**config.mk**
```make
export PLATFORM = sky130hd
export DESIGN_NAME = simplex_rx_lane_init_flat
export DESIGN_NICKNAME = d
export VERILOG_FILES = /design/src/rtl/simplex_rx_lane_init_pkg.sv /design/src/rtl/simplex_rx_lane_init_if.sv /design/src/rtl/simplex_rx_lane_init_err_monitor.sv /design/src/rtl/simplex_rx_lane_init.sv /design/src/flat_wrapper.sv
export SDC_FILE = /design/constraint.sdc
export NUM_CORES = 1
export LEC_CHECK = 0
export CAP_MARGIN = 15
export CORE_UTILIZATION = 58
export CTS_CLUSTER_SIZE = 10
export DETAILED_ROUTE_END_ITERATION = 10
export HOLD_SLACK_MARGIN = 0.12
export PLACE_DENSITY_LB_ADDON = 0.15
export SLEW_MARGIN = 0
export SYNTH_ARGS = -nofsm -noshare
export SYNTH_HDL_FRONTEND = slang
export SYNTH_SLANG_ARGS = --single-unit
```
**constraint.sdc**
```tcl
create_clock -name clk -period 2.95 [get_ports clk]
set_clock_uncertainty 0.1 [all_clocks]
set_input_delay 0.7375 -clock clk [delete_from_list [all_inputs] [get_ports clk]]
set_output_delay 0.7375 -clock clk [all_outputs]
set_load 0.05 [all_outputs]
```
**src/rtl/simplex_rx_lane_init_pkg.sv**
```systemverilog
// Shared constants and types for the simplex 8b/10b lane logic.
package simplex_pkg;

    localparam logic [7:0] K28_5 = 8'hBC;  // comma
    localparam logic [7:0] K28_3 = 8'h7C;  // /A/
    localparam logic [7:0] K28_7 = 8'hFC;  // /V/

    typedef enum logic [2:0] {
        RST,
        ALIGN,
        BOND,
        VERIFY,
        READY
    } lane_state_t;

endpackage

```
**src/rtl/simplex_rx_lane_init_if.sv**
```systemverilog
// Link-state report from the RX lane controller to the TX side.
interface simplex_operations_if;

    logic aligned;
    logic bonded;
    logic verified;
    logic reset;

    modport RX (output aligned, output bonded, output verified, output reset);
    modport TX (input aligned, input bonded, input verified, input reset);

endinterface

```
**src/rtl/simplex_rx_lane_init_err_monitor.sv**
```systemverilog
// Windowed decode-error monitor: pulses overflow when ERR_THRESH errors land in one window.
module simplex_err_monitor #(
    parameter int unsigned ERR_WINDOW = 256,
    parameter int unsigned ERR_THRESH = 8
) (
    input  logic clk,
    input  logic rst,
    input  logic clr,
    input  logic err,
    output logic overflow
);

    localparam int unsigned WW = $clog2(ERR_WINDOW + 1);
    localparam int unsigned CW = $clog2(ERR_THRESH + 1);

    logic [WW-1:0] win;
    logic [CW-1:0] cnt;
    logic [CW-1:0] base;
    logic          wrap;

    assign wrap = (win == WW'(ERR_WINDOW - 1));
    // An error on the wrap cycle belongs to the window that starts there.
    assign base = wrap ? '0 : cnt;
    assign overflow = !clr && err && (base == CW'(ERR_THRESH - 1));

    always_ff @(posedge clk) begin
        if (rst || clr) begin
            win <= '0;
            cnt <= '0;
        end else begin
            win <= wrap ? '0 : win + WW'(1);
            if (err && (base != CW'(ERR_THRESH))) begin
                cnt <= base + CW'(1);
            end else begin
                cnt <= base;
            end
        end
    end

endmodule

```
**src/rtl/simplex_rx_lane_init.sv**
```systemverilog
// RX lane initialization: reset, comma alignment, bonding, verification, then error-monitored READY.
module simplex_rx_lane_init
    import simplex_pkg::*;
#(
    parameter int unsigned RESET_CYCLES   = 16,
    parameter int unsigned ALIGN_COUNT    = 4,
    parameter int unsigned VERIFY_COUNT   = 64,
    parameter int unsigned VERIFY_ERR_MAX = 3,
    parameter int unsigned STATE_TIMEOUT  = 4096,
    parameter int unsigned ERR_WINDOW     = 256,
    parameter int unsigned ERR_THRESH     = 8
) (
    input  logic                 clk,
    input  logic                 rst,
    input  logic [7:0]           rx_data,
    input  logic                 rx_is_k,
    input  logic                 rx_valid,
    input  logic                 rx_code_err,
    input  logic                 rx_disp_err,
    input  logic                 reinit_req,
    simplex_operations_if.RX     ops
);

    localparam int unsigned RCW = $clog2(RESET_CYCLES + 1);
    localparam int unsigned ACW = $clog2(ALIGN_COUNT + 1);
    localparam int unsigned VCW = $clog2(VERIFY_COUNT + 1);
    localparam int unsigned ECW = $clog2(VERIFY_ERR_MAX + 1);
    localparam int unsigned TCW = $clog2(STATE_TIMEOUT + 1);

    lane_state_t    state;
    lane_state_t    nxt;
    logic [RCW-1:0] rst_cnt;
    logic [ACW-1:0] comma_cnt;
    logic [VCW-1:0] v_cnt;
    logic [ECW-1:0] e_cnt;
    logic [TCW-1:0] t_cnt;

    logic err, ch_ok, is_comma, is_a, is_v, timeout, overflow;

    assign err      = rx_valid && (rx_code_err || rx_disp_err);
    assign ch_ok    = rx_valid && !err;
    assign is_comma = ch_ok && rx_is_k && (rx_data == K28_5);
    assign is_a     = ch_ok && rx_is_k && (rx_data == K28_3);
    assign is_v     = ch_ok && rx_is_k && (rx_data == K28_7);
    assign timeout  = (t_cnt == TCW'(STATE_TIMEOUT - 1));

    simplex_err_monitor #(
        .ERR_WINDOW (ERR_WINDOW),
        .ERR_THRESH (ERR_THRESH)
    ) u_err_monitor (
        .clk      (clk),
        .rst      (rst),
        .clr      (state != READY),
        .err      (err),
        .overflow (overflow)
    );

    always_comb begin
        nxt = state;
        if (reinit_req && (state != RST)) begin
            nxt = RST;
        end else begin
            unique case (state)
                RST: if (!reinit_req && (rst_cnt == RCW'(RESET_CYCLES - 1))) nxt = ALIGN;
                ALIGN: begin
                    if (timeout) nxt = RST;
                    else if (is_comma && (comma_cnt == ACW'(ALIGN_COUNT - 1))) nxt = BOND;
                end
                BOND: begin
                    if (timeout) nxt = RST;
                    else if (err) nxt = ALIGN;
                    else if (is_a) nxt = VERIFY;
                end
                VERIFY: begin
                    // Error exhaustion wins over verify completion.
                    if (timeout) nxt = RST;
                    else if (err && (e_cnt == ECW'(VERIFY_ERR_MAX - 1))) nxt = RST;
                    else if (is_v && (v_cnt == VCW'(VERIFY_COUNT - 1))) nxt = READY;
                end
                READY: if (overflow) nxt = RST;
                default: nxt = RST;
            endcase
        end
    end

    always_ff @(posedge clk) begin
        if (rst) begin
            state        <= RST;
            rst_cnt      <= '0;
            comma_cnt    <= '0;
            v_cnt        <= '0;
            e_cnt        <= '0;
            t_cnt        <= '0;
            ops.reset    <= 1'b1;
            ops.aligned  <= 1'b0;
            ops.bonded   <= 1'b0;
            ops.verified <= 1'b0;
        end else begin
            state        <= nxt;
            ops.reset    <= (nxt == RST);
            ops.aligned  <= (nxt == BOND) || (nxt == VERIFY) || (nxt == READY);
            ops.bonded   <= (nxt == VERIFY) || (nxt == READY);
            ops.verified <= (nxt == READY);
            if ((nxt != state) || (state == RST && reinit_req)) begin
                rst_cnt   <= '0;
                comma_cnt <= '0;
                v_cnt     <= '0;
                e_cnt     <= '0;
                t_cnt     <= '0;
            end else begin
                if ((state != RST) && (state != READY) && !timeout) t_cnt <= t_cnt + TCW'(1);
                unique case (state)
                    RST: if (rst_cnt != RCW'(RESET_CYCLES)) rst_cnt <= rst_cnt + RCW'(1);
                    ALIGN: begin
                        if (is_comma) begin
                            if (comma_cnt != ACW'(ALIGN_COUNT)) comma_cnt <= comma_cnt + ACW'(1);
                        end else if (err || ch_ok) begin
                            comma_cnt <= '0;
                        end
                    end
                    VERIFY: begin
                        if (is_v && (v_cnt != VCW'(VERIFY_COUNT))) v_cnt <= v_cnt + VCW'(1);
                        if (err && (e_cnt != ECW'(VERIFY_ERR_MAX))) e_cnt <= e_cnt + ECW'(1);
                    end
                    default: ;
                endcase
            end
        end
    end

endmodule

```
**src/flat_wrapper.sv**
```systemverilog
// flat-port wrapper written by rule: the top's interface ports become plain ports
module simplex_rx_lane_init_flat import simplex_pkg::*;
#(
    parameter int unsigned RESET_CYCLES   = 16,
    parameter int unsigned ALIGN_COUNT    = 4,
    parameter int unsigned VERIFY_COUNT   = 64,
    parameter int unsigned VERIFY_ERR_MAX = 3,
    parameter int unsigned STATE_TIMEOUT  = 4096,
    parameter int unsigned ERR_WINDOW     = 256,
    parameter int unsigned ERR_THRESH     = 8
)
  (clk, rst, rx_data, rx_is_k, rx_valid, rx_code_err, rx_disp_err, reinit_req, ops_aligned, ops_bonded, ops_verified, ops_reset);
  simplex_operations_if ops_i ();
  input  logic clk;
  input  logic rst;
  input  logic [7:0] rx_data;
  input  logic rx_is_k;
  input  logic rx_valid;
  input  logic rx_code_err;
  input  logic rx_disp_err;
  input  logic reinit_req;
  output wire logic [$bits(ops_i.aligned)-1:0] ops_aligned;
  output wire logic [$bits(ops_i.bonded)-1:0] ops_bonded;
  output wire logic [$bits(ops_i.verified)-1:0] ops_verified;
  output wire logic [$bits(ops_i.reset)-1:0] ops_reset;
  assign ops_aligned = ops_i.aligned;
  assign ops_bonded = ops_i.bonded;
  assign ops_verified = ops_i.verified;
  assign ops_reset = ops_i.reset;
  simplex_rx_lane_init #(.RESET_CYCLES(RESET_CYCLES), .ALIGN_COUNT(ALIGN_COUNT), .VERIFY_COUNT(VERIFY_COUNT), .VERIFY_ERR_MAX(VERIFY_ERR_MAX), .STATE_TIMEOUT(STATE_TIMEOUT), .ERR_WINDOW(ERR_WINDOW), .ERR_THRESH(ERR_THRESH)) u_core (.clk(clk), .rst(rst), .rx_data(rx_data), .rx_is_k(rx_is_k), .rx_valid(rx_valid), .rx_code_err(rx_code_err), .rx_disp_err(rx_disp_err), .reinit_req(reinit_req), .ops(ops_i));
endmodule
```
Yosys cells after proc, flatten, opt, wreduce, memory -nomap -nowiden

Index checks and enable logic that the tools add are counted.

Add/sub/neg operators: 7
Equal/unequal tests: 25
Muxes and demuxes: 17
Reductions and logical operators: 40

Operators by type and width:

| cell                                                  | number |
|---|---|
| two-way mux 3 bit                                     | 14 |
| logical AND 1 bit                                     | 19 |
| equality test 8 bit, second input constant            | 2 |
| equality test 3 x 2 -> 1 bit, second input constant   | 5 |
| one-hot mux 3 bit (5 select lines)                    | 1 |
| adder 13 x 1 -> 13 bit, second input constant         | 1 |
| equality test 13 x 12 -> 1 bit, second input constant | 1 |
| adder 9 x 1 -> 9 bit, second input constant           | 1 |
| equality test 9 x 8 -> 1 bit, second input constant   | 1 |
| equality test 8 x 7 -> 1 bit, second input constant   | 1 |
| two-way mux 4 bit                                     | 2 |
| adder 7 x 1 -> 7 bit, second input constant           | 1 |
| equality test 7 x 6 -> 1 bit, second input constant   | 1 |
| logical OR 1 bit                                      | 7 |
| != test 7 bit, second input constant                  | 1 |
| equality test 3 bit, second input constant            | 2 |
| logical NOT 3 bit                                     | 2 |
| != test 3 bit, second input constant                  | 2 |
| AND reduction 2 bit                                   | 3 |
| adder 5 x 1 -> 5 bit, second input constant           | 1 |
| equality test 5 x 4 -> 1 bit, second input constant   | 1 |
| != test 5 bit, second input constant                  | 1 |
| adder 4 x 1 -> 4 bit, second input constant           | 1 |
| equality test 4 x 3 -> 1 bit, second input constant   | 1 |
| other kinds (12)                                      | 17 |

Bits in registers: 50
Input port bits: 15
Output and inout port bits: 4
Logic and storage cells: 101

Logic depth before layout (Yosys ltp)

Depth after elaboration: 15
Gate-level depth with buffers: 13
Gate-level depth less buffers: 12

Hierarchy

A second synthesis with hierarchy kept.

Cells, all modules: 315
Area, all modules: 2760.1 µm²

By module, submodules not included:

| module               | times used | cells an instance | area an instance (µm²) | seq. area each (µm²) |
|---|---|---|---|---|
| simplex_rx_lane_init | 1          | 243               | 2142.1                 | 740.7 |
| simplex_err_monitor  | 1          | 72                | 618.1                  | 260.2 |

Worst setup path before layout

No wires, ideal clock.

Path kind: register to register
From: register u_core.u_err_monitor.win[0]
To: register u_core.comma_cnt[1]
Setup time: 0.117 ns
Arrival: 2.309 ns
Required time: 2.733 ns
Path slack: 0.424 ns
Cell stages (with the launch flop): 14
Period minus slack after synthesis: 2.526 ns
Cell sequence: dfxtp_1 ha_1 nand3_1 nor2_1 ha_1 nor2b_1 ha_1 nor4bb_1 a31oi_1 o31a_1 o311a_1 o211ai_2 buf_6 nor2_2

Longest elaborated chain between the ends: 10

Ends and longest elaborated chain:

| item                                | line                                   | text |
|---|---|---|
| from (decl)                         | simplex_rx_lane_init_err_monitor.sv:16 | `logic [WW-1:0] win;` |
| from (signal assigned)              | simplex_rx_lane_init_err_monitor.sv:31 | `win <= wrap ? '0 : win + WW'(1);` |
| equality test 9 x 8 -> 1 bit        | simplex_rx_lane_init_err_monitor.sv:21 | `assign wrap = (win == WW'(ERR_WINDOW - 1));` |
| two-way mux 4 bit                   | simplex_rx_lane_init_err_monitor.sv:23 | `assign base = wrap ? '0 : cnt;` |
| equality test 4 x 3 -> 1 bit        | simplex_rx_lane_init_err_monitor.sv:24 | `assign overflow = !clr && err && (base == CW'(ERR_THRESH - 1));` |
| logical AND 1 bit                   | simplex_rx_lane_init_err_monitor.sv:24 |  |
| two-way mux 3 bit                   | simplex_rx_lane_init.sv:80             | `READY: if (overflow) nxt = RST;` |
| one-hot mux 3 bit (5 select lines)  | simplex_rx_lane_init.sv:63             | `unique case (state)` |
| two-way mux 3 bit                   | simplex_rx_lane_init.sv:60             | `if (reinit_req && (state != RST)) begin` |
| != test 3 bit                       | simplex_rx_lane_init.sv:104            | `if ((nxt != state) \|\| (state == RST && reinit_req)) begin` |
| logical OR 1 bit                    | simplex_rx_lane_init.sv:104            |  |
| OR reduction 2 bit (no source line) | -                                      |  |
| to (signal assigned)                | simplex_rx_lane_init.sv:116            | `if (comma_cnt != ACW'(ALIGN_COUNT)) comma_cnt <= comma_cnt + ACW'(1);` |
| to (decl)                           | simplex_rx_lane_init.sv:33             | `logic [ACW-1:0] comma_cnt;` |

Every way passes these cells.
A chain may end at the register's enable or synchronous reset.

Final worst setup path

From: register u_core.u_err_monitor.win[0]
To: register u_core.v_cnt[6]

Longest elaborated chain between the ends: 10

Ends and longest elaborated chain:

| item                                | line                                   | text |
|---|---|---|
| equality test 9 x 8 -> 1 bit        | simplex_rx_lane_init_err_monitor.sv:21 |  |
| two-way mux 4 bit                   | simplex_rx_lane_init_err_monitor.sv:23 |  |
| equality test 4 x 3 -> 1 bit        | simplex_rx_lane_init_err_monitor.sv:24 |  |
| logical AND 1 bit                   | simplex_rx_lane_init_err_monitor.sv:24 |  |
| two-way mux 3 bit                   | simplex_rx_lane_init.sv:80             |  |
| one-hot mux 3 bit (5 select lines)  | simplex_rx_lane_init.sv:63             |  |
| two-way mux 3 bit                   | simplex_rx_lane_init.sv:60             |  |
| != test 3 bit                       | simplex_rx_lane_init.sv:104            |  |
| logical OR 1 bit                    | simplex_rx_lane_init.sv:104            |  |
| OR reduction 2 bit (no source line) | -                                      |  |
| to (signal assigned)                | simplex_rx_lane_init.sv:122            | `if (is_v && (v_cnt != VCW'(VERIFY_COUNT))) v_cnt <= v_cnt + VCW'(1);` |
| to (decl)                           | simplex_rx_lane_init.sv:34             | `logic [VCW-1:0] v_cnt;` |

Every way passes these cells.

==> metrics.md <==
| Metric | Value |
|---|---|
| Via count | `2,044` |
| Most common cell in the netlist | `dfxtp_1` |
| Placed Cells incl. Taps | `378` |
| Initial antenna violation count | `0` |
| Clock Tree Buf Depth | `2` |
| DP Wirelength | `between 3000 and 4000 um` |
| Pwr Density | `390.6 nW/um^2` |
| CTS tree | `yes` |
| Net Switching | `0.0002559 W` |
| Sw Ratio | `0.2103` |
| GPL Wtd Cong | `0.7745` |
| WS Path Type | `register to register` |
| Worst hold path type | `register to register` |
| Wire per inst | `12.22 um` |
| Multi-input logic area | `1588 um^2` |
| Gr usage total | `0.2121` |
| Average size of a mapped cell | `8.923 um^2` |
| Internal | `0.0009610 W` |
| Outcome | `finished, final reports clean` |
| Synth async-reset ratio | `0` |
| Hold WS | `0.3539 ns` |
| Area share of the largest cell type after synthesis | `0.3690` |
| Setup bufs post-CTS | `0` |
| PostCTS Resize Cnt | `0` |
| Port Buffers | `18` |
| Die W | `70.39 um` |
| DIE HEIGHT | `70.39 um` |
| Dominant cells by area after synthesis | `dfxtp_1 37%, ha_1 6.9%, xnor2_1 6.8%` |
| Crit path DAT | `2.80 ns` |
| Synthesis-to-finish area growth | `14.85%` |
| GRT overflow | `0` |
| DRC errors left | `0` |
| Final critical-path required period | `2.696 ns` |
| Mapped Cells | `about 300` |
| CTS buffer count | `5` |
| Core Box Area | `4414 um^2` |
| DRT iter0 DRCs | `44` |
| Final hold viol count | `0` |
| Final TNS setup | `0 ns` |
| Vias/cell | `between 5 and 6` |
| Fillers | `352` |
| Starting Density | `0.6145` |
| #FFs+latches synth | `50` |
| Synthesized net count | `334` |
| Share of post-route cells with drive strength above 1 | `0.1772` |
| Inserted Diodes | `0` |
| Sequential cell area | `1001 um^2` |
| F_max | `371.0 MHz` |
| Final worst path period share | `0.9138` |
| Global-route wire length before repair | `8390 um` |
| Final core occ | `0.7058` |
| Synthesized area | `2713 um^2` |
| CP max FO | `7` |
| Nets | `approximately 360` |
| Clock Sinks | `50` |
| Synth cell count leaders | `50 x dfxtp_1, 28 x nor2_1, 28 x nor2_2` |
| Worst skew pair latency | `0.31 ns` |
| Synth cell types | `49` |
| RSZ-0062 raised after global routing | `no` |
| Drt total wl | `between 4000 and 5000 um` |
| Clock Root Buffer | `clkbuf_8` |
| Slew HR | `0.5454` |
| Slew @ Worst Pin | `0.6757 ns` |
| Number of synthesized flops with an enable pin | `0` |
| Comb pwr share | `0.056` |
| Endpoints failing setup | `0` |
| Clock Power Share | `0.388` |
| H-Tree Depth | `2` |
| Critical Path End Type | `register` |
| Clk pin slew, worst setup/hold paths | `0.09 ns` |
| Top-level I/O count | `19` |
| Fin. max-slew vios | `0` |
| Die area | `around 5000 um^2` |
| Hold-fix buffers at CTS | `0` |
| P_leak | `roughly 1.1 nW` |
| Largest net degree at the start of global routing | `19` |
| Post-Place Worst Slack | `between 0.009 and 0.01 ns` |
| CP Data Required Time | `3.05 ns` |
| Worst VDD drop | `346.2 uV` |
| Cell taking the most area after synthesis | `dfxtp_1` |
| Number of global-route vias before repair | `between 1.5k and 2k` |
| Synth warnings | `0` |
| Layout Cells excl Fill | `385` |
| Antenna viol nets, final | `0` |
| Final worst slack | `0.2542 ns` |
| Top_reg_cell synth | `dfxtp_1` |
| Post-synthesis sequential area ratio | `0.3690` |
| Startpoint Class | `register` |
| Reg power frac | `0.556` |
| Core Rows | `24` |
| Initial DRT Pass Iterations | `4` |
| Max-cap violations | `0` |
[layer usage]
metal	global-route usage	vias up	wire length, um
met2	0.3386	20	2155
met4	0.08444	0	72
met1	0.2740	925	2320
li1	-	1091	-
met3	0.05051	8	157
met5	0	-	0
[path summary, 6_finish.rpt]
check | cells after the start | startpoint | to | slack [ns]
max | 13 | u_core.u_err_monitor.win[0] | u_core.v_cnt[6] | 0.25
min | 1 | u_core.u_err_monitor.win[0] | u_core.u_err_monitor.win[0] | 0.35
max reg2reg | 13 | u_core.u_err_monitor.win[0] | u_core.v_cnt[6] | 0.25
min reg2reg | 1 | u_core.u_err_monitor.win[0] | u_core.u_err_monitor.win[0] | 0.35
[power by group through the flow]
| stage | sequential [W] | combinational, W | clock [W] |
|---|---|---|---|
| finish | 0.000677 | 0.0000676 | 0.000472 |
| global route | 0.000678 | 0.0000734 | 0.000500 |
| global placement | 0.000693 | 0.0000668 | 0 |
| CTS | 0.000677 | 0.0000681 | 0.000486 |
| detailed placement | 0.000693 | 0.0000677 | 0 |
| floorplan | 0.000693 | 0.0000334 | 0 |
[worst max-delay path, stage by stage (launching register included)]
cell,delay [ns]
dfxtp_1,0.33
ha_1,0.22
nand3_1,0.15
nor2_1,0.08
ha_1,0.21
nor2b_1,0.20
ha_1,0.19
nor4bb_1,0.27
a31oi_1,0.16
o31a_1,0.14
o311a_1,0.15
o211ai_4,0.11
buf_4,0.22
nor2_2,0.05
[cell families after synthesis]
logic type	count (synthesis)	share of synthesized area
AO/OA/AOI/OAI	36	0.09502
XOR/XNOR	30	0.09687
adder cells (fa/ha/maj)	15	0.06919
buffers and inverters	29	0.04889
flip-flops	50	0.3690
multiplexers	3	0.01107
AND/OR/NAND/NOR	141	0.3100
[state kept, by name, summed over array words and instances (netlist names)]
register                  cells
u_core.comma_cnt              3
u_core.e_cnt                  2
u_core.ops.aligned            1
u_core.ops.bonded             1
u_core.ops.reset              1
u_core.ops.verified           1
u_core.rst_cnt                5
u_core.state                  3
u_core.t_cnt                 13
u_core.u_err_monitor.cnt      4
u_core.u_err_monitor.win      9
u_core.v_cnt                  7
[cell type report]
class                      count  area share
multi-input combinational    225      0.5096
sequential                    50      0.3213
timing repair buffer          28     0.08594
inverter                      23     0.02771
clock buffer                   5     0.02209
tap                           52     0.02088
clock inverter                 2     0.01245
[placed cells by master, fill, tap and decap left out, types with 3 or more instances in the layout]
master            n
a21oi_1           9
buf_4             9
or2_2             4
xnor2_1          21
nor4_1            4
nor3_1            4
nor3b_1           3
nand3_1          13
nand4_1           6
clkdlybuf4s50_1  18
nor2_2           28
xor2_1            9
a21oi_2           3
mux2i_1           3
nand2b_1          4
nand3b_1          3
a31oi_1           3
and3_1            5
clkbuf_8          5
dfxtp_1          50
nand2_1          19
inv_1            23
ha_1             15
nor2b_1           5
o21ai_0           5
nor2_1           28
[per-stage QoR]
stage,total power (W),cell area (um^2)
after global routing,0.001251,3115
after floorplan,0.0007261,2713
after global placement,0.0007598,3008
after CTS,0.001232,3115
after detailed placement,0.0007607,3008
final,0.001217,3115
No activity file was read; power rests on OpenSTA's default activity.
